## src/rtl/ghostchip_pkg.sv

```systemverilog
// ghostchip_pkg: shared constants and types for the pixel-memory arbiter.
//   OP_*         : CPU operation codes carried on cpu_op
//   VRAM_W/H     : pixel memory geometry (columns x rows)
//   PIX_W        : bits per pixel (two bitplanes)
//   vram_state_t : arbiter/sequencer states
package ghostchip_pkg;

  localparam int VRAM_W = 128;
  localparam int VRAM_H = 64;
  localparam int PIX_W  = 2;

  localparam logic [1:0] OP_RD  = 2'b00;
  localparam logic [1:0] OP_WR  = 2'b01;
  localparam logic [1:0] OP_XOR = 2'b10;
  localparam logic [1:0] OP_CLR = 2'b11;

  typedef enum logic [2:0] {
    IDLE,      // waiting for a request
    RD_ADDR,   // read address on the memory port
    RD_DATA,   // mem_rdata captured at the end of this cycle
    XOR_WR,    // single write cycle (plain write or xor write-back)
    CLEAR,     // walking the screen writing zeros
    CLR_DISP   // display read slotted into a paused clear
  } vram_state_t;

endpackage

```

## src/rtl/vram_arbiter_if.sv

```systemverilog
// vram_arbiter_if: CPU, display and memory-port signals of the arbiter.
//   cpu_*  : CPU request/ack with op, address, data, read-back and collision
//   disp_* : display scan read request and returned pixel
//   mem_*  : single-port pixel memory address/write/read-data
//   busy   : arbiter is mid-operation
// slave modport is the arbiter side; master is the requester/memory side.
interface vram_arbiter_if #(
  parameter int HW = 7,
  parameter int VW = 6,
  parameter int PW = 2
);
  logic          cpu_req;
  logic [1:0]    cpu_op;
  logic [HW-1:0] cpu_hpos;
  logic [VW-1:0] cpu_vpos;
  logic [PW-1:0] cpu_pixel;
  logic          cpu_ack;
  logic [PW-1:0] cpu_rdata;
  logic          cpu_collide;
  logic          disp_req;
  logic [HW-1:0] disp_hpos;
  logic [VW-1:0] disp_vpos;
  logic          disp_valid;
  logic [PW-1:0] disp_pixel;
  logic [HW-1:0] mem_hpos;
  logic [VW-1:0] mem_vpos;
  logic          mem_we;
  logic [PW-1:0] mem_wdata;
  logic [PW-1:0] mem_rdata;
  logic          busy;

  modport slave (
    input  cpu_req, cpu_op, cpu_hpos, cpu_vpos, cpu_pixel,
    input  disp_req, disp_hpos, disp_vpos, mem_rdata,
    output cpu_ack, cpu_rdata, cpu_collide, disp_valid, disp_pixel,
    output mem_hpos, mem_vpos, mem_we, mem_wdata, busy
  );

  modport master (
    output cpu_req, cpu_op, cpu_hpos, cpu_vpos, cpu_pixel,
    output disp_req, disp_hpos, disp_vpos, mem_rdata,
    input  cpu_ack, cpu_rdata, cpu_collide, disp_valid, disp_pixel,
    input  mem_hpos, mem_vpos, mem_we, mem_wdata, busy
  );
endinterface

```

## src/rtl/vram_clear_ctr.sv

```systemverilog
// vram_clear_ctr: row-major screen address walker used by the clear op.
//   start    : load (0,0)
//   advance  : step to the next address (column fastest), no wrap
//   done     : current address is the last one (all ones in both fields)
//   nxt_*    : address the counter moves to on advance
module vram_clear_ctr #(
  parameter int HW = 7,
  parameter int VW = 6
) (
  input  logic          clk,
  input  logic          rst,
  input  logic          start,
  input  logic          advance,
  output logic          done,
  output logic [HW-1:0] nxt_hpos,
  output logic [VW-1:0] nxt_vpos
);
  logic [HW-1:0] hpos;
  logic [VW-1:0] vpos;

  assign done = (&hpos) && (&vpos);

  always_comb begin
    nxt_hpos = hpos + HW'(1);
    nxt_vpos = vpos;
    if (&hpos) begin
      nxt_hpos = '0;
      nxt_vpos = vpos + VW'(1);
    end
    // parked on the last address
    if (done) begin
      nxt_hpos = hpos;
      nxt_vpos = vpos;
    end
  end

  always_ff @(posedge clk) begin
    if (rst || start) begin
      hpos <= '0;
      vpos <= '0;
    end else if (advance) begin
      hpos <= nxt_hpos;
      vpos <= nxt_vpos;
    end
  end
endmodule

```

## src/rtl/vram_arbiter.sv

```systemverilog
// vram_arbiter: shares one single-port pixel memory between CPU operations
// (read, write, xor-draw, full clear) and display scan reads.
//   clk, rst : clock and synchronous active-high reset
//   bus      : vram_arbiter_if slave (cpu_*, disp_*, mem_*, busy)
// One access outstanding at a time; round-robin on simultaneous requests;
// the display may interleave single reads into a running clear.
module vram_arbiter
  import ghostchip_pkg::*;
#(
  parameter int HW = 7,
  parameter int VW = 6,
  parameter int PW = 2
) (
  input logic           clk,
  input logic           rst,
  vram_arbiter_if.slave bus
);
  vram_state_t   st, st_d;
  logic [1:0]    ph, ph_d;
  logic          last_disp, last_disp_d;  // 1: display won the last grant
  logic          src_disp, src_disp_d;    // current read belongs to display
  logic [1:0]    op_q, op_d;
  logic [PW-1:0] pix_q, pix_d, old_q, old_d;
  logic [HW-1:0] mh_q, mh_d;
  logic [VW-1:0] mv_q, mv_d;
  logic          we_q, we_d;
  logic [PW-1:0] wd_q, wd_d, rd_q, rd_d, dp_q, dp_d;
  logic          ack_q, ack_d, col_q, col_d, dv_q, dv_d, busy_q;
  logic          gnt_disp, ctr_start, ctr_adv, ctr_done;
  logic [HW-1:0] ctr_nh;
  logic [VW-1:0] ctr_nv;

  vram_clear_ctr #(.HW(HW), .VW(VW)) u_clr (
    .clk(clk), .rst(rst), .start(ctr_start), .advance(ctr_adv),
    .done(ctr_done), .nxt_hpos(ctr_nh), .nxt_vpos(ctr_nv)
  );

  always_comb begin
    st_d = st; ph_d = ph; last_disp_d = last_disp; src_disp_d = src_disp;
    op_d = op_q; pix_d = pix_q; old_d = old_q;
    mh_d = mh_q; mv_d = mv_q; we_d = 1'b0; wd_d = wd_q;
    ack_d = 1'b0; dv_d = 1'b0; col_d = col_q; rd_d = rd_q; dp_d = dp_q;
    gnt_disp = 1'b0; ctr_start = 1'b0; ctr_adv = 1'b0;
    unique case (st)
      IDLE: if (bus.cpu_req || bus.disp_req) begin
        // on conflict the side that did not win last time goes first
        gnt_disp    = bus.disp_req && (!bus.cpu_req || !last_disp);
        last_disp_d = gnt_disp;
        src_disp_d  = gnt_disp;
        if (gnt_disp) begin
          mh_d = bus.disp_hpos; mv_d = bus.disp_vpos;
          st_d = RD_ADDR;
        end else begin
          op_d = bus.cpu_op; pix_d = bus.cpu_pixel;
          mh_d = bus.cpu_hpos; mv_d = bus.cpu_vpos;
          unique case (bus.cpu_op)
            OP_WR:   begin st_d = XOR_WR; we_d = 1'b1; wd_d = bus.cpu_pixel; end
            OP_CLR:  begin
              st_d = CLEAR; ctr_start = 1'b1; we_d = 1'b1; wd_d = '0;
              mh_d = '0; mv_d = '0;
            end
            default: st_d = RD_ADDR;
          endcase
        end
      end
      RD_ADDR: st_d = RD_DATA;
      RD_DATA: begin
        st_d = IDLE;
        if (src_disp) begin
          dp_d = bus.mem_rdata; dv_d = 1'b1;
        end else if (op_q == OP_XOR) begin
          // old value is held internally so outputs only move on ack
          old_d = bus.mem_rdata; we_d = 1'b1; wd_d = bus.mem_rdata ^ pix_q;
          st_d = XOR_WR;
        end else begin
          rd_d = bus.mem_rdata; col_d = 1'b0; ack_d = 1'b1;
        end
      end
      XOR_WR: begin
        st_d = IDLE; ack_d = 1'b1; col_d = 1'b0;
        if (op_q == OP_XOR) begin
          rd_d  = old_q;
          col_d = |(old_q & pix_q);
        end
      end
      CLEAR: begin
        if (ctr_done) begin
          st_d = IDLE; ack_d = 1'b1; col_d = 1'b0;
        end else if (bus.disp_req) begin
          // counter holds the address just written; resume advances it
          st_d = CLR_DISP; ph_d = 2'd0;
          mh_d = bus.disp_hpos; mv_d = bus.disp_vpos;
        end else begin
          ctr_adv = 1'b1; mh_d = ctr_nh; mv_d = ctr_nv; we_d = 1'b1; wd_d = '0;
        end
      end
      CLR_DISP: begin
        // phase 0: address out, 1: data captured, 2: valid pulse then resume
        ph_d = ph + 2'd1;
        if (ph == 2'd1) begin
          dp_d = bus.mem_rdata; dv_d = 1'b1;
        end else if (ph == 2'd2) begin
          st_d = CLEAR; ctr_adv = 1'b1;
          mh_d = ctr_nh; mv_d = ctr_nv; we_d = 1'b1; wd_d = '0;
        end
      end
      default: st_d = IDLE;
    endcase
  end

  always_ff @(posedge clk) begin
    if (rst) begin
      st <= IDLE; ph <= '0; last_disp <= 1'b1; src_disp <= 1'b0;
      op_q <= '0; pix_q <= '0; old_q <= '0;
      mh_q <= '0; mv_q <= '0; we_q <= 1'b0; wd_q <= '0;
      ack_q <= 1'b0; dv_q <= 1'b0; col_q <= 1'b0; rd_q <= '0; dp_q <= '0;
      busy_q <= 1'b0;
    end else begin
      st <= st_d; ph <= ph_d; last_disp <= last_disp_d; src_disp <= src_disp_d;
      op_q <= op_d; pix_q <= pix_d; old_q <= old_d;
      mh_q <= mh_d; mv_q <= mv_d; we_q <= we_d; wd_q <= wd_d;
      ack_q <= ack_d; dv_q <= dv_d; col_q <= col_d; rd_q <= rd_d; dp_q <= dp_d;
      // covers the ack/valid cycle, where the state is already back in IDLE
      busy_q <= (st != IDLE) || (st_d != IDLE);
    end
  end

  assign bus.cpu_ack     = ack_q;
  assign bus.cpu_rdata   = rd_q;
  assign bus.cpu_collide = col_q;
  assign bus.disp_valid  = dv_q;
  assign bus.disp_pixel  = dp_q;
  assign bus.mem_hpos    = mh_q;
  assign bus.mem_vpos    = mv_q;
  assign bus.mem_we      = we_q;
  assign bus.mem_wdata   = wd_q;
  assign bus.busy        = busy_q;
endmodule

```

## src/flat_wrapper.sv

```systemverilog
// flat-port wrapper written by rule: the top's interface ports become plain ports
module vram_arbiter_flat import ghostchip_pkg::*;
#(
  parameter int HW = 7,
  parameter int VW = 6,
  parameter int PW = 2
)
  (clk, rst, bus_cpu_req, bus_cpu_op, bus_cpu_hpos, bus_cpu_vpos, bus_cpu_pixel, bus_disp_req, bus_disp_hpos, bus_disp_vpos, bus_mem_rdata, bus_cpu_ack, bus_cpu_rdata, bus_cpu_collide, bus_disp_valid, bus_disp_pixel, bus_mem_hpos, bus_mem_vpos, bus_mem_we, bus_mem_wdata, bus_busy);
  vram_arbiter_if #(.HW(HW), .VW(VW), .PW(PW)) bus_i ();
  input logic clk;
  input logic rst;
  input wire logic [$bits(bus_i.cpu_req)-1:0] bus_cpu_req;
  input wire logic [$bits(bus_i.cpu_op)-1:0] bus_cpu_op;
  input wire logic [$bits(bus_i.cpu_hpos)-1:0] bus_cpu_hpos;
  input wire logic [$bits(bus_i.cpu_vpos)-1:0] bus_cpu_vpos;
  input wire logic [$bits(bus_i.cpu_pixel)-1:0] bus_cpu_pixel;
  input wire logic [$bits(bus_i.disp_req)-1:0] bus_disp_req;
  input wire logic [$bits(bus_i.disp_hpos)-1:0] bus_disp_hpos;
  input wire logic [$bits(bus_i.disp_vpos)-1:0] bus_disp_vpos;
  input wire logic [$bits(bus_i.mem_rdata)-1:0] bus_mem_rdata;
  output wire logic [$bits(bus_i.cpu_ack)-1:0] bus_cpu_ack;
  output wire logic [$bits(bus_i.cpu_rdata)-1:0] bus_cpu_rdata;
  output wire logic [$bits(bus_i.cpu_collide)-1:0] bus_cpu_collide;
  output wire logic [$bits(bus_i.disp_valid)-1:0] bus_disp_valid;
  output wire logic [$bits(bus_i.disp_pixel)-1:0] bus_disp_pixel;
  output wire logic [$bits(bus_i.mem_hpos)-1:0] bus_mem_hpos;
  output wire logic [$bits(bus_i.mem_vpos)-1:0] bus_mem_vpos;
  output wire logic [$bits(bus_i.mem_we)-1:0] bus_mem_we;
  output wire logic [$bits(bus_i.mem_wdata)-1:0] bus_mem_wdata;
  output wire logic [$bits(bus_i.busy)-1:0] bus_busy;
  assign bus_i.cpu_req = bus_cpu_req;
  assign bus_i.cpu_op = bus_cpu_op;
  assign bus_i.cpu_hpos = bus_cpu_hpos;
  assign bus_i.cpu_vpos = bus_cpu_vpos;
  assign bus_i.cpu_pixel = bus_cpu_pixel;
  assign bus_i.disp_req = bus_disp_req;
  assign bus_i.disp_hpos = bus_disp_hpos;
  assign bus_i.disp_vpos = bus_disp_vpos;
  assign bus_i.mem_rdata = bus_mem_rdata;
  assign bus_cpu_ack = bus_i.cpu_ack;
  assign bus_cpu_rdata = bus_i.cpu_rdata;
  assign bus_cpu_collide = bus_i.cpu_collide;
  assign bus_disp_valid = bus_i.disp_valid;
  assign bus_disp_pixel = bus_i.disp_pixel;
  assign bus_mem_hpos = bus_i.mem_hpos;
  assign bus_mem_vpos = bus_i.mem_vpos;
  assign bus_mem_we = bus_i.mem_we;
  assign bus_mem_wdata = bus_i.mem_wdata;
  assign bus_busy = bus_i.busy;
  vram_arbiter #(.HW(HW), .VW(VW), .PW(PW)) u_core (.clk(clk), .rst(rst), .bus(bus_i));
endmodule
```

## config.mk

```make
export PLATFORM = sky130hd
export DESIGN_NAME = vram_arbiter_flat
export DESIGN_NICKNAME = d
export VERILOG_FILES = /design/src/rtl/ghostchip_pkg.sv /design/src/rtl/vram_arbiter_if.sv /design/src/rtl/vram_clear_ctr.sv /design/src/rtl/vram_arbiter.sv /design/src/flat_wrapper.sv
export SDC_FILE = /design/constraint.sdc
export NUM_CORES = 1
export LEC_CHECK = 0
export CELL_PAD_IN_SITES_DETAIL_PLACEMENT = 1
export CELL_PAD_IN_SITES_GLOBAL_PLACEMENT = 1
export CORE_ASPECT_RATIO = 0.75
export CORE_UTILIZATION = 34
export DETAILED_ROUTE_END_ITERATION = 8
export GPL_ROUTABILITY_DRIVEN = 0
export PLACE_DENSITY = 0.8
export SLEW_MARGIN = 40
export SYNTH_ARGS = -nofsm -noshare
export SYNTH_HDL_FRONTEND = slang
export SYNTH_SLANG_ARGS = --single-unit
```

## constraint.sdc

```tcl
create_clock -name clk -period 2 [get_ports clk]
set_input_delay 0.5 -clock clk [delete_from_list [all_inputs] [get_ports clk]]
set_output_delay 0.5 -clock clk [all_outputs]
set_load 0.1 [all_outputs]
```

==> impl_metrics.prom, run 1 <==
# TYPE chip_impl_metric gauge
chip_impl_info{name="run_status",value="finished clean"} 1
chip_impl_metric{name="finish.cell_count_without_fillers",unit=""} 512
chip_impl_metric{name="totalWireLength",unit="mm"} 10.0
chip_impl_metric{name="final_core_util",unit="%"} 50.0
chip_impl_metric{name="drt-initial-drc-count",unit=""} 219
chip_impl_metric{name="setup_viol_count_final",unit=""} 0
chip_impl_metric{name="p_per_area",unit="mW/mm2"} 761
chip_impl_info{name="post_synth_main_area_contributors",value="sky130_fd_sc_hd__dfxtp_1 (35%), sky130_fd_sc_hd__nor2_1 (5.3%), sky130_fd_sc_hd__o21ai_0 (4.1%)"} 1
chip_impl_metric{name="cts-htree-levels",unit=""} 2
chip_impl_metric{name="syn-num-nets",unit=""} 361
chip_impl_metric{name="required",unit="ns"} 2.20
chip_impl_metric{name="tns",unit="ns"} 0
chip_impl_metric{name="async_reset_ff_share",unit="%"} 0
chip_impl_metric{name="count_of_buffers_inserted_at_the_top_level_ports",unit=""} 59
chip_impl_metric{name="nNetsFinal",unit=""} 448
chip_impl_info{name="setup.worst_path.start_class",value="flip-flop"} 1
chip_impl_metric{name="netSwitchingFraction",unit="%"} 40.0
chip_impl_metric{name="post-route-period-util",unit="%"} 99.2
chip_impl_metric{name="floorplan.initialDensity",unit="%"} 35.4
chip_impl_metric{name="die_h",unit="um"} 81.0
chip_impl_metric{name="irDropWorstVdd",unit="mV"} 0.579
chip_impl_metric{name="diodes",unit=""} 0
chip_impl_metric{name="route.detailed.drc",unit=""} 0
chip_impl_metric{name="cpPeakStageDelay",unit="ns"} 0.52
chip_impl_metric{name="yosys_register_bits",unit=""} 50
chip_impl_metric{name="total_global_routing_overflow",unit=""} 0
chip_impl_metric{name="antenna_left",unit=""} 0
chip_impl_info{name="mostFrequentLayoutCell",value="sky130_fd_sc_hd__buf_4"} 1
chip_impl_metric{name="critPathArrivalTime",unit="ns"} 2.18
chip_impl_info{name="crit_path_cell_trace",value="nand4_2 > o41ai_4 > a21oi_2 > buf_12 > o21ai_0 > a21oi_1"} 1
chip_impl_info{name="cpMaxStageDelayCell",value="sky130_fd_sc_hd__dfxtp_1"} 1
chip_impl_metric{name="synth_largest_type_area_fraction",unit="%"} 35.4
chip_impl_metric{name="first_pass_iteration_count_of_the_detailed_router",unit=""} 5
chip_impl_metric{name="row_count",unit=""} 28
chip_impl_metric{name="p_int",unit="mW"} 1.82
chip_impl_metric{name="routed_wire_length_per_instance",unit="um"} 19.5
chip_impl_metric{name="post_synth_inst_count",unit=""} 320
chip_impl_metric{name="hold_viol",unit=""} 0
chip_impl_metric{name="fin_worst_skew",unit="ns"} 0.00782
chip_impl_metric{name="chipWidth",unit="um"} 107
chip_impl_metric{name="leakagePower",unit="nW"} 1.49
chip_impl_metric{name="synth.yosys.warnings",unit=""} 0
chip_impl_info{name="final_cell_mix",value="sky130_fd_sc_hd__buf_4 (56), sky130_fd_sc_hd__dfxtp_1 (46), sky130_fd_sc_hd__nor2_1 (38)"} 1
chip_impl_info{name="synthDominantAreaCellType",value="sky130_fd_sc_hd__dfxtp_1"} 1
chip_impl_metric{name="max-cap-violations",unit=""} 0
chip_impl_metric{name="numCtsBuffers",unit=""} 5
chip_impl_metric{name="setup_ws",unit="ns"} 0.0151
chip_impl_info{name="cts_tree",value="done"} 1
chip_impl_metric{name="synthDistinctLibCells",unit=""} 64
chip_impl_metric{name="r2r.worst_path.cells",unit=""} 6
chip_impl_metric{name="power_switching",unit="mW"} 1.21
chip_impl_info{name="setup.worst_path.class",value="flip-flop to flip-flop"} 1
chip_impl_metric{name="routed_via_density",unit=""} 5.73
chip_impl_metric{name="cts.clk_slew.worst_paths",unit="ns"} 0.10
chip_impl_metric{name="power.share.combinational",unit="%"} 38.0
chip_impl_metric{name="clk-insertion-delay-late",unit="ns"} 0.31
chip_impl_metric{name="grt_pass1_vias",unit=""} 3007
chip_impl_metric{name="dpl.hpwl",unit="mm"} 7.56
chip_impl_metric{name="coreArea",unit="mm2"} 0.00799
chip_impl_metric{name="remaining_max_slew_budget_at_the_tightest_pin",unit="%"} 66.8
chip_impl_info{name="worst_setup_path_end_kind",value="flip-flop"} 1
chip_impl_metric{name="routed-via-count",unit=""} 2933
chip_impl_metric{name="pre_cts_ws",unit="ns"} -0.404
chip_impl_metric{name="post-route-min-period",unit="ns"} 1.98
chip_impl_metric{name="grt_pass1_wl",unit="mm"} 15.4
chip_impl_metric{name="power.sequential.fraction",unit="%"} 37.5
chip_impl_metric{name="drive_above_1_share",unit="%"} 28.0
chip_impl_info{name="hold_class",value="flip-flop to flip-flop"} 1
chip_impl_metric{name="maximum_number_of_pins_on_one_net_before_global_route_repair",unit=""} 27
chip_impl_metric{name="area_enclosed_by_the_die_boundary",unit="mm2"} 0.00869
chip_impl_metric{name="critical_path.n_buffers_inverters",unit=""} 1
chip_impl_metric{name="worst-path-stages",unit=""} 6
chip_impl_metric{name="timing.final.max_slew_violations",unit=""} 0
chip_impl_metric{name="global_route.usage.total",unit="%"} 23.0
chip_impl_metric{name="placedCellCount",unit=""} 503
chip_impl_info{name="cts-root-buf",value="sky130_fd_sc_hd__clkbuf_8"} 1
chip_impl_metric{name="synth-seq-area-share",unit="%"} 35.4
chip_impl_metric{name="layout-area-overhead-vs-synth",unit="%"} 41.1
chip_impl_metric{name="timing.critical_path.fanout_max",unit=""} 26
chip_impl_metric{name="timing.hold.worst_path_depth",unit=""} 2
chip_impl_metric{name="cts_buffer_depth",unit=""} 2
chip_impl_metric{name="synth-edff-count",unit=""} 0
chip_impl_metric{name="hold_worst_slack",unit="ns"} 0.519
chip_impl_info{name="yosys_most_used_dff",value="sky130_fd_sc_hd__dfxtp_1"} 1
chip_impl_metric{name="clockPowerShare",unit="%"} 24.4
chip_impl_metric{name="clock_sinks",unit=""} 50
chip_impl_metric{name="syn-mean-instance-area",unit="um2"} 8.84
chip_impl_metric{name="number_of_antenna_violations_at_the_first_check_in_global_routing",unit=""} 0
chip_impl_info{name="path_delay_family",value="compound AO/OA/AOI/OAI gates"} 1
chip_impl_metric{name="slew_at_the_pin_closest_to_its_max_slew_limit",unit="ns"} 0.498
chip_impl_metric{name="max_freq",unit="MHz"} 504
chip_impl_metric{name="post_synth_instance_area",unit="mm2"} 0.00283
chip_impl_metric{name="pin_count",unit=""} 60
## power by group through the flow
stage	logic [mW]	clock network (mW)	registers, mW
after global placement	1.10	0	1.16
final	1.16	0.743	1.14
after floorplan	0.324	0	1.58
after CTS	1.14	0.741	1.14
after global routing	1.21	0.775	1.15
after detailed placement	1.13	0	1.16
## through the flow
stage               instance area, um2  total power, mW
global placement                  3790             2.26
detailed placement                3790             2.29
finish                            3990             3.04
global route                      3990             3.13
CTS                               3910             3.02
floorplan                         2830             1.91
## routing by layer
layer	track usage, %	share of wire [%]	vias up
met5	0	0	-
met1	31.5	47	1462
li1	-	-	1373
met3	4.17	5.5	8
met4	4.52	0.52	0
met2	37.9	47	90
## cell usage after synthesis, types with 3 or more instances
master,n
sky130_fd_sc_hd__xnor2_1,5
sky130_fd_sc_hd__clkbuf_1,7
sky130_fd_sc_hd__a22oi_1,8
sky130_fd_sc_hd__a221oi_1,6
sky130_fd_sc_hd__a211oi_2,3
sky130_fd_sc_hd__mux2i_1,11
sky130_fd_sc_hd__ha_1,5
sky130_fd_sc_hd__nor4_1,5
sky130_fd_sc_hd__mux2_2,3
sky130_fd_sc_hd__buf_2,10
sky130_fd_sc_hd__o21ai_0,23
sky130_fd_sc_hd__a41oi_1,3
sky130_fd_sc_hd__nand2_1,16
sky130_fd_sc_hd__xor2_1,4
sky130_fd_sc_hd__o211ai_1,3
sky130_fd_sc_hd__dfxtp_1,50
sky130_fd_sc_hd__nand3_1,8
sky130_fd_sc_hd__nor2b_1,4
sky130_fd_sc_hd__nand2b_1,3
sky130_fd_sc_hd__a211oi_1,3
sky130_fd_sc_hd__inv_1,6
sky130_fd_sc_hd__a31oi_1,9
sky130_fd_sc_hd__or3_1,3
sky130_fd_sc_hd__and2_1,4
sky130_fd_sc_hd__and3_1,3
sky130_fd_sc_hd__a21oi_1,20
sky130_fd_sc_hd__nor3_1,10
sky130_fd_sc_hd__nor2_1,40
## sequential cells by signal, summed over array words and instances, names as in the netlist, 3 cells and up
| signal | flops |
|---|---|
| u_core.bus.mem_hpos | 7 |
| u_core.u_clr.hpos | 7 |
| u_core.u_clr.vpos | 6 |
| u_core.st | 3 |
| u_core.bus.mem_vpos | 6 |
## kinds of logic after synthesis
group,synth area share (%)
buffers and inverters,4.56
multiplexers,5.48
flip-flops,35.4
adder cells (fa/ha/maj),2.21
AO/OA/AOI/OAI,25.9
XOR/XNOR,2.79
AND/OR/NAND/NOR,23.7
## worst min-delay path, stage by stage (launching register included)
cell and delay (ns):
sky130_fd_sc_hd__dfxtp_1 0.35, sky130_fd_sc_hd__nand3_1 0.07, sky130_fd_sc_hd__a21oi_1 0.06
## path summary, 6_finish.rpt
| check | start | end | slack (ns) |
|---|---|---|---|
| worst max-delay path | u_core.u_clr.vpos[2] | u_core.bus.mem_hpos[6] | 0.02 |
| worst min-delay path | u_core.bus.cpu_collide | u_core.bus.cpu_collide | 0.52 |
| worst min register to register | u_core.bus.cpu_collide | u_core.bus.cpu_collide | 0.52 |
| worst max register to register | u_core.u_clr.vpos[2] | u_core.bus.mem_hpos[6] | 0.02 |
## final cells by class
cell class	count	area [um2]
clock buffer	5	68.8
clock inverter	2	38.8
fill	949	4000
inverter	6	22.5
multi-input combinational	244	1770
sequential	50	1010
tap	105	131
timing repair buffer	100	951
## what timing repair did
| item | in CTS | in global routing |
|---|---|---|
| pin swaps | 0 | 2 |
| endpoints found under the setup margin | 7 | 13 |
| gates resized for setup | 4 | 14 |
| hold buffers | 0 | 0 |
| setup buffers | 0 | 2 |
(Power assumes the default switching activity.)
==> inputs of run 2 (changes only) <==
Settings changed: CAP_MARGIN set to 15, CORE_MARGIN set to 1, PLACE_DENSITY 0.8 to unset, PLACE_DENSITY_LB_ADDON set to 0.3.
==> run 2 against run 1 <==
Critical endpoint is now u_core.bus.mem_wdata[0]. Critical path depth rose by 1. Combinational power is essentially flat. Count of clock-buffer cells in the layout unchanged. First-iteration DRC count fell by 21%. Highest routed layer unchanged. Clock skew down 0.00058 ns. Sequential cell count stayed put.
==> impl_metrics.prom, run 2 (synthesis results as in run 1) <==
# TYPE chip_impl_metric gauge
chip_impl_info{name="cts-root-buf",value="sky130_fd_sc_hd__clkbuf_8"} 1
chip_impl_metric{name="first_pass_iteration_count_of_the_detailed_router",unit=""} 4
chip_impl_metric{name="post-route-period-util",unit="%"} 95.3
chip_impl_metric{name="dpl.hpwl",unit="mm"} 7.23
chip_impl_metric{name="timing.final.max_slew_violations",unit=""} 0
chip_impl_metric{name="irDropWorstVdd",unit="mV"} 0.385
chip_impl_metric{name="layout.filler_cells",unit=""} 949
chip_impl_metric{name="die_h",unit="um"} 81.0
chip_impl_metric{name="setup_viol_count_final",unit=""} 0
chip_impl_metric{name="fin_worst_skew",unit="ns"} 0.00724
chip_impl_info{name="grt_setup_unrepaired",value="true"} 1
chip_impl_metric{name="number_of_antenna_violations_at_the_first_check_in_global_routing",unit=""} 0
chip_impl_metric{name="max-cap-violations",unit=""} 0
chip_impl_metric{name="pin_count",unit=""} 60
chip_impl_metric{name="max_freq",unit="MHz"} 525
chip_impl_metric{name="drive_above_1_share",unit="%"} 28.2
chip_impl_metric{name="chipWidth",unit="um"} 107
chip_impl_metric{name="maximum_number_of_pins_on_one_net_before_global_route_repair",unit=""} 27
chip_impl_metric{name="floorplan.initialDensity",unit="%"} 35.4
chip_impl_metric{name="routed-via-count",unit=""} 2873
chip_impl_info{name="mostFrequentLayoutCell",value="sky130_fd_sc_hd__buf_4"} 1
chip_impl_metric{name="coreArea",unit="mm2"} 0.00799
chip_impl_metric{name="total_global_routing_overflow",unit=""} 0
chip_impl_metric{name="grt_pass1_vias",unit=""} 2843
chip_impl_metric{name="timing.critical_path.fanout_max",unit=""} 7
chip_impl_metric{name="grt_pass1_wl",unit="mm"} 14.8
chip_impl_metric{name="cts-htree-levels",unit=""} 2
chip_impl_metric{name="slew_at_the_pin_closest_to_its_max_slew_limit",unit="ns"} 0.621
chip_impl_metric{name="numCtsBuffers",unit=""} 5
chip_impl_info{name="final_cell_mix",value="sky130_fd_sc_hd__buf_4 (63), sky130_fd_sc_hd__dfxtp_1 (45), sky130_fd_sc_hd__nor2_1 (39)"} 1
chip_impl_metric{name="diodes",unit=""} 0
chip_impl_info{name="worst_setup_path_end_kind",value="flip-flop"} 1
chip_impl_metric{name="leakagePower",unit="nW"} 1.49
chip_impl_metric{name="nNetsFinal",unit=""} 452
chip_impl_info{name="cts_tree",value="done"} 1
chip_impl_info{name="run_status",value="finished clean"} 1
chip_impl_metric{name="route.detailed.drc",unit=""} 0
chip_impl_metric{name="remaining_max_slew_budget_at_the_tightest_pin",unit="%"} 58.3
chip_impl_metric{name="routed_wire_length_per_instance",unit="um"} 17.8
chip_impl_metric{name="clk-insertion-delay-late",unit="ns"} 0.31
chip_impl_metric{name="antenna_left",unit=""} 0
chip_impl_metric{name="row_count",unit=""} 28
chip_impl_metric{name="final_core_util",unit="%"} 49.6
chip_impl_metric{name="required",unit="ns"} 2.24
chip_impl_metric{name="count_of_buffers_inserted_at_the_top_level_ports",unit=""} 59
chip_impl_metric{name="cts-hold-fix-buffers",unit=""} 0
chip_impl_metric{name="cts.clk_slew.worst_paths",unit="ns"} 0.10
chip_impl_metric{name="drt-initial-drc-count",unit=""} 174
chip_impl_info{name="setup.worst_path.start_class",value="input port"} 1
chip_impl_metric{name="clock_sinks",unit=""} 50
chip_impl_metric{name="area_enclosed_by_the_die_boundary",unit="mm2"} 0.00869
chip_impl_metric{name="critPathArrivalTime",unit="ns"} 2.14
chip_impl_metric{name="cts_buffer_depth",unit=""} 2
chip_impl_metric{name="post-route-min-period",unit="ns"} 1.91
chip_impl_metric{name="routed_via_density",unit=""} 5.56
chip_impl_metric{name="p_per_area",unit="mW/mm2"} 754
chip_impl_metric{name="hold_viol",unit=""} 0
chip_impl_metric{name="global_route.usage.total",unit="%"} 22.1
chip_impl_metric{name="totalWireLength",unit="mm"} 9.23
chip_impl_info{name="hold_class",value="flip-flop to flip-flop"} 1
chip_impl_info{name="setup.worst_path.class",value="input port to flip-flop"} 1
chip_impl_metric{name="layout-area-overhead-vs-synth",unit="%"} 40.2
chip_impl_metric{name="total_power",unit="mW"} 2.99
[run 2: power by group]
group | internal (mW) | switching [mW]
clock | 0.369 | 0.349
sequential | 1.08 | 0.0675
combinational | 0.369 | 0.757
[run 2: repair_timing]
item	in CTS	in global routing
pin swaps	0	2
gates resized for setup	3	11
endpoints found under the setup margin	6	17
hold endpoints to repair	0	0
gates cloned	0	0
buffers inserted	0	0
[run 2: critical path: stages]
cell	delay, ns
sky130_fd_sc_hd__clkdlybuf4s50_1	0.48
sky130_fd_sc_hd__buf_4	0.20
sky130_fd_sc_hd__nor4_2	0.32
sky130_fd_sc_hd__a31oi_1	0.07
sky130_fd_sc_hd__o32a_1	0.22
sky130_fd_sc_hd__and2_4	0.18
sky130_fd_sc_hd__a211oi_2	0.17
[run 2: layout make-up]
class	count	area (um2)	share of cell area (%)
flip-flops and latches	50	1010	25.4
well taps	105	131	3.31
repair buffers	104	943	23.8
inverters	6	22.5	0.568
clock inverters	3	40.0	1.01
multi-input cells	244	1750	44.2
clock buffers	5	68.8	1.74
[run 2: final timing paths]
path / from / slack [ns] / depth (start not counted) / end
hold / removal: u_core.bus.cpu_collide / 0.48 / 2 / u_core.bus.cpu_collide
setup / recovery: bus_disp_req / 0.09 / 7 / u_core.bus.mem_wdata[0]
setup reg to reg: u_core.u_clr.hpos[1] / 0.12 / 8 / u_core.u_clr.hpos[6]
hold reg to reg: u_core.bus.cpu_collide / 0.48 / 2 / u_core.bus.cpu_collide
[run 2: metal layers]
| metal | GRT usage (%) | up-vias | routed length, um |
|---|---|---|---|
| li1 | - | 1382 | - |
| met2 | 33.7 | 97 | 3900 |
| met5 | 0 | - | 0 |
| met4 | 4.52 | 0 | 61 |
| met1 | 32.6 | 1387 | 4620 |
| met3 | 3.53 | 7 | 644 |
[run 2: metrics by stage]
step,setup TNS (ns),std cells,hold WS [ns],cell area (um2),worst slack [ns]
2_1_floorplan,0,320,0.452,2830,0.161
3_3_place_gp,-2.62,509,0.462,3800,-0.170
3_5_place_dp,-3.27,509,0.473,3800,-0.226
4_1_cts,0,517,0.487,3920,0.00649
5_1_grt,0,517,0.520,3970,0.00135
6_report,0,517,0.483,3970,0.0943
